===== src/rtl/pipe_scoreboard_pkg.sv =====
// Shared types for the ID-stage scoreboard: in-flight entry layout, default
// geometry and the forward-select encoding.
package pipe_scoreboard_pkg;

  localparam int SB_DEPTH_DEFAULT      = 3;
  localparam int SB_LOAD_READY_DEFAULT = 1;
  // Destination tags are stored at a fixed width so one struct serves any REG_W up to 8.
  localparam int SB_DEST_W             = 8;

  typedef struct packed {
    logic                 valid;
    logic                 writes;
    logic                 is_load;
    logic [SB_DEST_W-1:0] dest;
  } sb_entry_t;

  typedef enum logic [1:0] {
    FWD_RF  = 2'd0,
    FWD_EX  = 2'd1,
    FWD_MEM = 2'd2,
    FWD_WB  = 2'd3
  } fwd_sel_e;

  function automatic logic entry_live(input sb_entry_t e);
    return e.valid & e.writes;
  endfunction

endpackage


===== src/rtl/pipe_scoreboard_if.sv =====
// Signal bundle between the ID stage and the scoreboard: decoded control word
// in, forward selects and interlock out.
interface pipe_scoreboard_if #(
  parameter int NUM_REGS = 8,
  parameter int REG_W    = 3,
  parameter int SEL_W    = 2
);
  logic                id_valid;
  logic [REG_W-1:0]    id_sr1;
  logic [REG_W-1:0]    id_sr2;
  logic                id_uses_sr1;
  logic                id_uses_sr2;
  logic                id_writes_dest;
  logic [REG_W-1:0]    id_dest;
  logic                id_is_load;
  logic                mem_stall;
  logic                flush;

  logic                issue;
  logic                hazard_stall;
  logic [SEL_W-1:0]    fwd_sel_a;
  logic [SEL_W-1:0]    fwd_sel_b;
  logic [NUM_REGS-1:0] busy_mask;
  logic [15:0]         hazard_cycles;

  modport master (
    output id_valid, id_sr1, id_sr2, id_uses_sr1, id_uses_sr2,
           id_writes_dest, id_dest, id_is_load, mem_stall, flush,
    input  issue, hazard_stall, fwd_sel_a, fwd_sel_b, busy_mask, hazard_cycles
  );

  modport slave (
    input  id_valid, id_sr1, id_sr2, id_uses_sr1, id_uses_sr2,
           id_writes_dest, id_dest, id_is_load, mem_stall, flush,
    output issue, hazard_stall, fwd_sel_a, fwd_sel_b, busy_mask, hazard_cycles
  );
endinterface


===== src/rtl/pipe_scoreboard_match_prio.sv =====
// Priority picker over per-entry match bits; the lowest index (youngest
// in-flight instruction) wins.
module sb_match_prio #(
  parameter int DEPTH = 3,
  parameter int IDX_W = 2
) (
  input  logic [DEPTH-1:0] match,
  output logic [IDX_W-1:0] idx,
  output logic             hit
);

  always_comb begin
    idx = '0;
    hit = 1'b0;
    for (int k = DEPTH - 1; k >= 0; k--) begin
      if (match[k]) begin
        idx = IDX_W'(k);
        hit = 1'b1;
      end
    end
  end

endmodule


===== src/rtl/pipe_scoreboard.sv =====
// Hazard/forwarding scoreboard for the LC-3b pipeline: a shift register of
// in-flight destination tags beside ID, driving forward selects and the load-use stall.
module pipe_scoreboard
  import pipe_scoreboard_pkg::*;
#(
  parameter int NUM_REGS    = 8,
  parameter int REG_W       = 3,
  parameter int DEPTH       = SB_DEPTH_DEFAULT,
  parameter int LOAD_READY  = SB_LOAD_READY_DEFAULT,
  parameter int FLUSH_DEPTH = 1,
  parameter int SEL_W       = 2
) (
  input logic              clk,
  input logic              rst_n,
  pipe_scoreboard_if.slave sb
);

  sb_entry_t           entries [DEPTH];
  sb_entry_t           id_entry;
  logic [DEPTH-1:0]    match_a;
  logic [DEPTH-1:0]    match_b;
  logic [DEPTH-1:0]    early_load;
  logic [SEL_W-1:0]    idx_a;
  logic [SEL_W-1:0]    idx_b;
  logic                hit_a;
  logic                hit_b;
  logic                raw;
  logic                hazard_stall;
  logic                issue;
  logic [NUM_REGS-1:0] busy;
  logic [15:0]         hazard_cycles;

  // early_load marks loads whose data is not yet available for forwarding.
  always_comb begin
    match_a    = '0;
    match_b    = '0;
    early_load = '0;
    for (int k = 0; k < DEPTH; k++) begin
      match_a[k]    = entry_live(entries[k]) && sb.id_uses_sr1 &&
                      (entries[k].dest == SB_DEST_W'(sb.id_sr1));
      match_b[k]    = entry_live(entries[k]) && sb.id_uses_sr2 &&
                      (entries[k].dest == SB_DEST_W'(sb.id_sr2));
      early_load[k] = entries[k].is_load && (k < LOAD_READY);
    end
  end

  sb_match_prio #(.DEPTH(DEPTH), .IDX_W(SEL_W)) u_prio_a (
    .match (match_a),
    .idx   (idx_a),
    .hit   (hit_a)
  );

  sb_match_prio #(.DEPTH(DEPTH), .IDX_W(SEL_W)) u_prio_b (
    .match (match_b),
    .idx   (idx_b),
    .hit   (hit_b)
  );

  always_comb begin
    raw          = sb.id_valid &&
                   ((hit_a && early_load[idx_a]) || (hit_b && early_load[idx_b]));
    hazard_stall = raw && !sb.flush;
    issue        = sb.id_valid && !hazard_stall && !sb.mem_stall && !sb.flush;

    id_entry         = '0;
    id_entry.valid   = issue;
    id_entry.writes  = issue && sb.id_writes_dest;
    id_entry.is_load = issue && sb.id_is_load;
    id_entry.dest    = issue ? SB_DEST_W'(sb.id_dest) : '0;

    busy = '0;
    for (int r = 0; r < NUM_REGS; r++) begin
      for (int k = 0; k < DEPTH; k++) begin
        if (entry_live(entries[k]) && (entries[k].dest == SB_DEST_W'(r))) begin
          busy[r] = 1'b1;
        end
      end
    end
  end

  // The whole scoreboard freezes under mem_stall; a flush clears the youngest slots after the shift.
  always_ff @(posedge clk or negedge rst_n) begin
    if (!rst_n) begin
      for (int k = 0; k < DEPTH; k++) begin
        entries[k] <= '0;
      end
      hazard_cycles <= '0;
    end else if (!sb.mem_stall) begin
      for (int k = DEPTH - 1; k > 0; k--) begin
        entries[k] <= entries[k-1];
      end
      entries[0] <= id_entry;
      if (sb.flush) begin
        for (int k = 0; k < FLUSH_DEPTH && k < DEPTH; k++) begin
          entries[k] <= '0;
        end
      end
      if (hazard_stall && (hazard_cycles != 16'hFFFF)) begin
        hazard_cycles <= hazard_cycles + 16'd1;
      end
    end
  end

  assign sb.issue         = issue;
  assign sb.hazard_stall  = hazard_stall;
  assign sb.fwd_sel_a     = hit_a ? (idx_a + SEL_W'(1)) : SEL_W'(FWD_RF);
  assign sb.fwd_sel_b     = hit_b ? (idx_b + SEL_W'(1)) : SEL_W'(FWD_RF);
  assign sb.busy_mask     = busy;
  assign sb.hazard_cycles = hazard_cycles;

endmodule


===== src/flat_wrapper.sv =====
// flat-port wrapper written by rule: the top's interface ports become plain ports
module pipe_scoreboard_flat import pipe_scoreboard_pkg::*;
#(
  parameter int NUM_REGS    = 8,
  parameter int REG_W       = 3,
  parameter int DEPTH       = SB_DEPTH_DEFAULT,
  parameter int LOAD_READY  = SB_LOAD_READY_DEFAULT,
  parameter int FLUSH_DEPTH = 1,
  parameter int SEL_W       = 2
)
  (clk, rst_n, sb_id_valid, sb_id_sr1, sb_id_sr2, sb_id_uses_sr1, sb_id_uses_sr2, sb_id_writes_dest, sb_id_dest, sb_id_is_load, sb_mem_stall, sb_flush, sb_issue, sb_hazard_stall, sb_fwd_sel_a, sb_fwd_sel_b, sb_busy_mask, sb_hazard_cycles);
  pipe_scoreboard_if #(.NUM_REGS(NUM_REGS), .REG_W(REG_W), .SEL_W(SEL_W)) sb_i ();
  input logic clk;
  input logic rst_n;
  input wire logic [$bits(sb_i.id_valid)-1:0] sb_id_valid;
  input wire logic [$bits(sb_i.id_sr1)-1:0] sb_id_sr1;
  input wire logic [$bits(sb_i.id_sr2)-1:0] sb_id_sr2;
  input wire logic [$bits(sb_i.id_uses_sr1)-1:0] sb_id_uses_sr1;
  input wire logic [$bits(sb_i.id_uses_sr2)-1:0] sb_id_uses_sr2;
  input wire logic [$bits(sb_i.id_writes_dest)-1:0] sb_id_writes_dest;
  input wire logic [$bits(sb_i.id_dest)-1:0] sb_id_dest;
  input wire logic [$bits(sb_i.id_is_load)-1:0] sb_id_is_load;
  input wire logic [$bits(sb_i.mem_stall)-1:0] sb_mem_stall;
  input wire logic [$bits(sb_i.flush)-1:0] sb_flush;
  output wire logic [$bits(sb_i.issue)-1:0] sb_issue;
  output wire logic [$bits(sb_i.hazard_stall)-1:0] sb_hazard_stall;
  output wire logic [$bits(sb_i.fwd_sel_a)-1:0] sb_fwd_sel_a;
  output wire logic [$bits(sb_i.fwd_sel_b)-1:0] sb_fwd_sel_b;
  output wire logic [$bits(sb_i.busy_mask)-1:0] sb_busy_mask;
  output wire logic [$bits(sb_i.hazard_cycles)-1:0] sb_hazard_cycles;
  assign sb_i.id_valid = sb_id_valid;
  assign sb_i.id_sr1 = sb_id_sr1;
  assign sb_i.id_sr2 = sb_id_sr2;
  assign sb_i.id_uses_sr1 = sb_id_uses_sr1;
  assign sb_i.id_uses_sr2 = sb_id_uses_sr2;
  assign sb_i.id_writes_dest = sb_id_writes_dest;
  assign sb_i.id_dest = sb_id_dest;
  assign sb_i.id_is_load = sb_id_is_load;
  assign sb_i.mem_stall = sb_mem_stall;
  assign sb_i.flush = sb_flush;
  assign sb_issue = sb_i.issue;
  assign sb_hazard_stall = sb_i.hazard_stall;
  assign sb_fwd_sel_a = sb_i.fwd_sel_a;
  assign sb_fwd_sel_b = sb_i.fwd_sel_b;
  assign sb_busy_mask = sb_i.busy_mask;
  assign sb_hazard_cycles = sb_i.hazard_cycles;
  pipe_scoreboard #(.NUM_REGS(NUM_REGS), .REG_W(REG_W), .DEPTH(DEPTH), .LOAD_READY(LOAD_READY), .FLUSH_DEPTH(FLUSH_DEPTH), .SEL_W(SEL_W)) u_core (.clk(clk), .rst_n(rst_n), .sb(sb_i));
endmodule

===== config.mk =====
export PLATFORM = sky130hd
export DESIGN_NAME = pipe_scoreboard_flat
export DESIGN_NICKNAME = d
export VERILOG_FILES = /design/src/rtl/pipe_scoreboard_pkg.sv /design/src/rtl/pipe_scoreboard_if.sv /design/src/rtl/pipe_scoreboard_match_prio.sv /design/src/rtl/pipe_scoreboard.sv /design/src/flat_wrapper.sv
export SDC_FILE = /design/constraint.sdc
export NUM_CORES = 1
export LEC_CHECK = 0
export CAP_MARGIN = 20
export CORE_MARGIN = 2
export CORE_UTILIZATION = 49
export CTS_CLUSTER_SIZE = 24
export DETAILED_ROUTE_END_ITERATION = 6
export PLACE_DENSITY = 0.89
export SYNTH_ARGS = -nofsm -noshare
export SYNTH_HDL_FRONTEND = slang
export SYNTH_SLANG_ARGS = --single-unit
export TNS_END_PERCENT = 50

===== constraint.sdc =====
create_clock -name clk -period 2.5 [get_ports clk]
set_input_delay 0.5 -clock clk [delete_from_list [all_inputs] [get_ports clk]]
set_output_delay 0.5 -clock clk [all_outputs]
set_load 0.005 [all_outputs]

# --- After elaboration in Yosys (flattened, before gate mapping) ---
# Cells that the tools add are included.
classes:
  add_sub_neg: 3
  n_lt_le_gt_ge: 2
  eq_ne: 28
  n_mux: 44
  bitwise: 4
  reduce_logical: 54
op_table:
  columns: ["operator", "n"]
  rows:
  - ["8-bit by 3-bit equality test with 1-bit output, second input constant", 12]
  - ["8-bit by 2-bit equality test with 1-bit output, second input constant", 6]
  - ["8-bit by 3-bit equality test with 1-bit output", 6]
  - ["1-bit logical AND", 46]
  - ["1-bit two-way mux", 32]
  - ["8-bit by 1-bit equality test with 1-bit output, second input constant", 3]
  - ["8-bit zero test", 3]
  - ["16-bit by 1-bit adder with 16-bit output, second input constant", 1]
  - ["2-bit two-way mux", 8]
  - ["16-bit != test, second input constant", 1]
  - ["11-bit two-way mux", 1]
  - ["2-bit by 3-bit less-than comparator with 1-bit output, second input constant", 2]
  - ["2-bit by 1-bit adder with 2-bit output, second input constant", 2]
  - ["1-bit binary-select mux with 2-bit select", 2]
  - ["1-bit AND", 3]
  - ["1-bit zero test", 3]
  - ["3-bit two-way mux", 1]
  - ["2-bit AND reduction", 1]
  - ["1-bit logical OR", 1]
  - ["1-bit NOT", 1]
totals:
  regBits: 47
  in_bits: 18
  word_cells: 146

# --- Logic depth before layout (Yosys ltp) ---
# Gate-level depths: netlist (run 1).
logic_depth:
  ltp_word: 18
  depth_mapped: 7

# --- By module ---
# From an unflattened synthesis (run 1), not the netlist that was laid out.
unflattened:
  hier_cells: 199
  area_unflattened_um2: 1965.6
by_module_without_submodules:
  columns: ["mod", "instances", "cells_each", "area_per_inst_um2", "seq_area_each_um2"]
  rows:
  - ["pipe_scoreboard", 1, 193, 1925.6, 800.8]
  - ["sb_match_prio", 2, 3, 20.0, 0.0]

# --- Least setup slack after synthesis (run 1) ---
# Ideal clock, no wire load.
synth_timing:
  kind: "input port to output port"
  startpoint: "in sb_id_sr1[2]"
  endpoint: "out sb_issue"
  t_arrival_ps: 1489
  required_ps: 2000
  slack_ps: 511
  cell_stages: 5
  cell_sequence: "xor2_1 nor4_2 o211ai_2 nand2_1 nor2_1"
synth_between:
  elab_chain_len: 15
  word_cells_on_any_way: 22
  cone_classes: "eq/ne (3); mux (8); reduce/logical (11)"
synth_rtl:
  columns: ["element", "line", "rtl"]
  rows:
  - ["start: declaration", "flat_wrapper.sv:16", "input wire logic [$bits(sb_i.id_sr1)-1:0] sb_id_sr1;"]
  - ["8-bit by 3-bit equality test with 1-bit output", "pipe_scoreboard.sv:40", "(entries[k].dest == SB_DEST_W'(sb.id_sr1));"]
  - ["1-bit logical AND", "pipe_scoreboard.sv:39", "match_a[k] = entry_live(entries[k]) && sb.id_uses_sr1 &&"]
  - ["2-bit two-way mux (3 in a row)", "pipe_scoreboard_match_prio.sv:16", "if (match[k]) begin"]
  - ["1-bit binary-select mux with 2-bit select", "pipe_scoreboard.sv:61", "((hit_a && early_load[idx_a]) || (hit_b && early_load[idx_b]));"]
  - ["1-bit two-way mux (not written as such)", "pipe_scoreboard.sv:61", null]
  - ["1-bit logical AND (*)", "pipe_scoreboard.sv:61", null]
  - ["1-bit logical OR (*)", "pipe_scoreboard.sv:61", null]
  - ["1-bit logical AND (*)", "pipe_scoreboard.sv:60", "raw = sb.id_valid &&"]
  - ["1-bit logical AND (*)", "pipe_scoreboard.sv:62", "hazard_stall = raw && !sb.flush;"]
  - ["1-bit zero test (*)", "pipe_scoreboard.sv:63", "issue = sb.id_valid && !hazard_stall && !sb.mem_stall && !sb.flush;"]
  - ["1-bit logical AND (*) (3 in a row)", "pipe_scoreboard.sv:63", null]
  - ["end: declaration", "flat_wrapper.sv:25", "output wire logic [$bits(sb_i.issue)-1:0] sb_issue;"]
# Every way passes the cells marked *; elsewhere a longest branch is shown, timed or not. The select of a mux whose other input is x is not followed.

# --- Final worst setup path (run 1) ---
layout_timing:
  startpoint: "reg u_core.entries[23] (netlist name)"
  endpoint: "out sb_issue"
layout_between:
  elab_chain_len: 13
  word_cells_on_any_way: 21
  cone_classes: "eq/ne (2); mux (8); reduce/logical (11)"
layout_rtl:
  columns: ["element", "line", "rtl"]
  rows:
  - ["start: declaration", "pipe_scoreboard.sv:18", "sb_entry_t entries [DEPTH];"]
  - ["start signal: indexed assignment", "pipe_scoreboard.sv:90", "entries[k] <= entries[k-1];"]
  - ["8-bit by 3-bit equality test with 1-bit output, on equally long branches", "pipe_scoreboard.sv:40, pipe_scoreboard.sv:42", null]
  - ["1-bit logical AND, on equally long branches", "pipe_scoreboard.sv:39, pipe_scoreboard.sv:41", null]
  - ["2-bit two-way mux", "pipe_scoreboard_match_prio.sv:16", null]
  - ["1-bit binary-select mux with 2-bit select", "pipe_scoreboard.sv:61", null]
  - ["1-bit two-way mux (not written as such)", "pipe_scoreboard.sv:61", null]
  - ["1-bit logical AND", "pipe_scoreboard.sv:61", null]
  - ["1-bit logical OR (*)", "pipe_scoreboard.sv:61", null]
  - ["1-bit logical AND (*)", "pipe_scoreboard.sv:60", null]
  - ["1-bit logical AND (*)", "pipe_scoreboard.sv:62", null]
  - ["1-bit zero test (*)", "pipe_scoreboard.sv:63", null]
  - ["1-bit logical AND (*) (3 in a row)", "pipe_scoreboard.sv:63", null]
# Marks and branches as above.

==> impl_metrics.toml, run 1 <==
[sta]
hold_ws_ns = 0.4930
period_share_pct = 96.11
tightest_slew_ns = 0.3954
finalCriticalPeriod_ns = 2.403
rsz0062_at_grt = "false"
setup_viol = 0
skew_ns = 0.001938
slew_headroom_pct = 73.64
finalHoldViolCount = 0
fin_ws_ns = 0.09731
fmax_mhz = 416.2
final-max-slew-violation-count = 0

[min_path]
holdPathEnd = "u_core.sb.hazard_cycles[7]$_DFFE_PN0P_"
hold_path.class = "flip-flop to flip-flop"
worstHoldStart = "u_core.sb.hazard_cycles[7]$_DFFE_PN0P_"
holdPathStages = 1

[critical_path]
crit_family = "flip-flops"
crit_path_max_fanout = 5
startpoint_type = "flip-flop"
reg2regPathDepth = 6
reg2reg_from = "u_core.entries[32]$_DFFE_PN0N_"
cp_slowest_stage_delay_ns = 0.47
r2r_slack_ns = 0.37
cpMaxStageDelayCell = "dfrtp_2"
path_class = "flip-flop to primary output"
endpoint_kind = "primary output"
rr_endpoint = "u_core.sb.hazard_cycles[1]$_DFFE_PN0P_"
crit_arrival_ns = 1.90
critPathBufInv = 2
required_ns = 2.00
path_cells = "xor2_2 -> nor4_2 -> buf_4 -> o211ai_4 -> nand2_2 -> nor2_1 -> dlygate4sd2_1"

[clocking]
htreeDepth = 2
cts_tree = "built"
cts_sinks = 32
path_clk_slew_ns = 0.06
insertion_delay_ns = 0.28
ctsLongestPathBuffers = 2
postCtsHoldBufs = 0
cts_made_buffers = 5
cts-root-buf = "clkbuf_8"

[run_status]
status = "complete, no violations"

[route]
dr.pass1.iters = 5
wl_um = 4883
drc = 0
wl_per_cell_um = 15.75
ant_nets = 0
viasPerCell = 5.658
via_count = 1754
drt_iter0_drc = 220

[synth]
postSynthCellCount = 201
synthTopCellsByArea = "dfrtp_1 (41%), xor2_1 (8.1%), xnor2_1 (6.7%)"
synth_seq_cells = 32
syn_area_per_cell_um2 = 9.698
yosys_warnings = 0
synth_flop_cell = "dfrtp_1"
synth_nets = 220
synth.largest_area_cell = "dfrtp_1"
synthesis.area_um2 = 1949
synth_edf_count = 0
ys_types = 32
ys_seq_area_share_pct = 41.08
synthArstFlopShare_pct = 100.0
post-synth-top-area-fraction_pct = 41.08

[global_routing]
gr-total-overflow = 0
grt_max_degree = 33
grt_pass1_vias = 1699
antenna_found_initial = 0
grt_pass1_wl_um = 7935
grt_use_total_pct = 24.00

[die]
die_y_um = 67.08
start_util_pct = 52.07
die_w_um = 67.08
ios = 48
row_count = 22
die_area_um2 = 4499
core_um2 = 3744

[final_layout]
fin_util_pct = 71.89
drive_above_1_share_pct = 20.99
final_nets = 280
seq_area_um2 = 804.5
fill_cells = 279
area_growth_pct = 38.06
multi_input_area_um2 = 1141
stdcell_area_um2 = 2691
antenna_cells = 0

[power]
power.leakage_nw = 1.302
power.total_mw = 1.143
p_per_area_nw_per_um2 = 424.5
max-vdd-ir-drop_mv = 0.3660

[placement]
dpl.hpwl_um = 3362
pre_cts_slack_ns = -0.4043
port_buffers = 47
placed_cell_area_um2 = 2524
gp_congestion = 0.8829

[flow_run]
maxCapViolCount = 0
==> flip-flops by register name, summed over array words and instances, names as in the netlist <==
name,flops
u_core.early_load,1
u_core.sb.hazard_cycles,16
u_core.entries,15
==> routing by layer <==
layer,vias up,global-route usage [%],routed length (µm)
met5,-,0,0
met2,86,38.24,2367
met4,0,12.24,148
met3,16,5.743,337
li1,822,-,-
met1,830,30.09,2030
==> synth_stat cells (all sizes together), types with 2 or more instances <==
library cell   n
dfrtp         32
nand2         26
nand3         22
xor2          18
xnor2         15
mux2          11
nand4          9
and3           8
clkbuf         8
nor2           8
nor2b          7
a22oi          6
o21ai          6
nor4           4
and4           3
buf            3
a21o           2
a21oi          2
and2           2
or4            2
==> layout make-up <==
cell class	instances	share of cell area (%)
Multi-Input combinational cell	157	42.40
Sequential cell	32	29.89
Timing Repair Buffer	64	21.85
Clock buffer	7	3.208
Tap cell	48	2.232
Clock inverter	1	0.2789
Inverter	1	0.1395
==> per-stage QoR <==
| step | setup TNS [ns] | instances |
|---|---|---|
| 2_1_floorplan | 0 | 201 |
| 3_5_place_dp | -2.350 | 299 |
| 6_report | 0 | 310 |
| 5_1_grt | 0 | 310 |
| 3_3_place_gp | -2.115 | 299 |
| 4_1_cts | -0.02685 | 309 |
==> worst register-to-register path, stage by stage, from the launching register on <==
cell and delay [ns]:
dfrtp_1 0.48, nand3_2 0.15, nor4_4 0.41, buf_4 0.20, buf_4 0.11, o221a_4 0.31
mux2_2 0.36
==> timing repair <==
item,in CTS,in global routing
gates resized for setup,26,3
pin swaps,6,2
setup buffers,2,1
setup endpoints to repair,6,2
==> worst max path at each step <==
stage | from | end | slack (ns) | depth (start not counted)
final | u_core.entries[23]$_DFFE_PN0N_ | sb_issue | 0.1 | 7
after global routing | u_core.entries[23]$_DFFE_PN0N_ | sb_issue | 0.005 | 7
after CTS | u_core.entries[22]$_DFFE_PN0N_ | sb_hazard_stall | -0.03 | 5
after detailed placement | sb_id_sr1[2] | sb_issue | -0.40 | 7
after global placement | sb_id_sr1[1] | sb_fwd_sel_a[1] | -0.36 | 5
after floorplan | sb_id_sr1[2] | sb_issue | 0.51 | 5
==> logic make-up (layout without fill, tap and decap cells) <==
| family | after synthesis | in the layout | share of synthesized area, % |
|---|---|---|---|
| AOI/OAI and AO/OA | 18 | 18 | 6.868 |
| xor gates and xnor gates | 33 | 33 | 14.83 |
| adders and majority gates | 1 | 1 | 0.6417 |
| buffers and inverters | 12 | 73 | 3.337 |
| DFF | 32 | 32 | 41.08 |
| muxes | 11 | 11 | 6.354 |
| and+or+nand+nor | 94 | 94 | 26.89 |
==> power by group <==
group	internal, mW	switching (mW)
sequential	0.539	0.0416
combinational	0.0787	0.0757
clock	0.223	0.184
total	0.841	0.301
==> cells in the final DEF, fill, tap and decap left out, drive strengths merged, types with 2 or more instances in the layout <==
master	Yosys	final
xnor2	15	15
clkbuf	8	7
a21oi	2	2
o21ai	6	6
nand4	9	9
clkdlybuf4s15	0	2
dfrtp	32	32
nor2b	7	7
clkdlybuf4s50	0	33
and3	8	8
dlygate4sd2	0	11
a22oi	6	6
and4	3	3
nand2	26	26
nor2	8	8
a21o	2	2
xor2	18	18
or4	2	2
buf	3	17
nor4	4	4
mux2	11	11
and2	2	2
nand3	22	22
(Power assumes the default switching activity.)
==> inputs of run 2 (changes only) <==
--- a/config.mk
+++ b/config.mk
@@ -8,7 +8,7 @@
 export CAP_MARGIN = 20
 export CORE_MARGIN = 2
 export CORE_UTILIZATION = 49
-export CTS_CLUSTER_SIZE = 24
+export CTS_CLUSTER_SIZE = 25
 export DETAILED_ROUTE_END_ITERATION = 6
 export PLACE_DENSITY = 0.89
 export SYNTH_ARGS = -nofsm -noshare
==> results of run 2 <==
Final layout, timing and power as in run 1 (identical DEF).
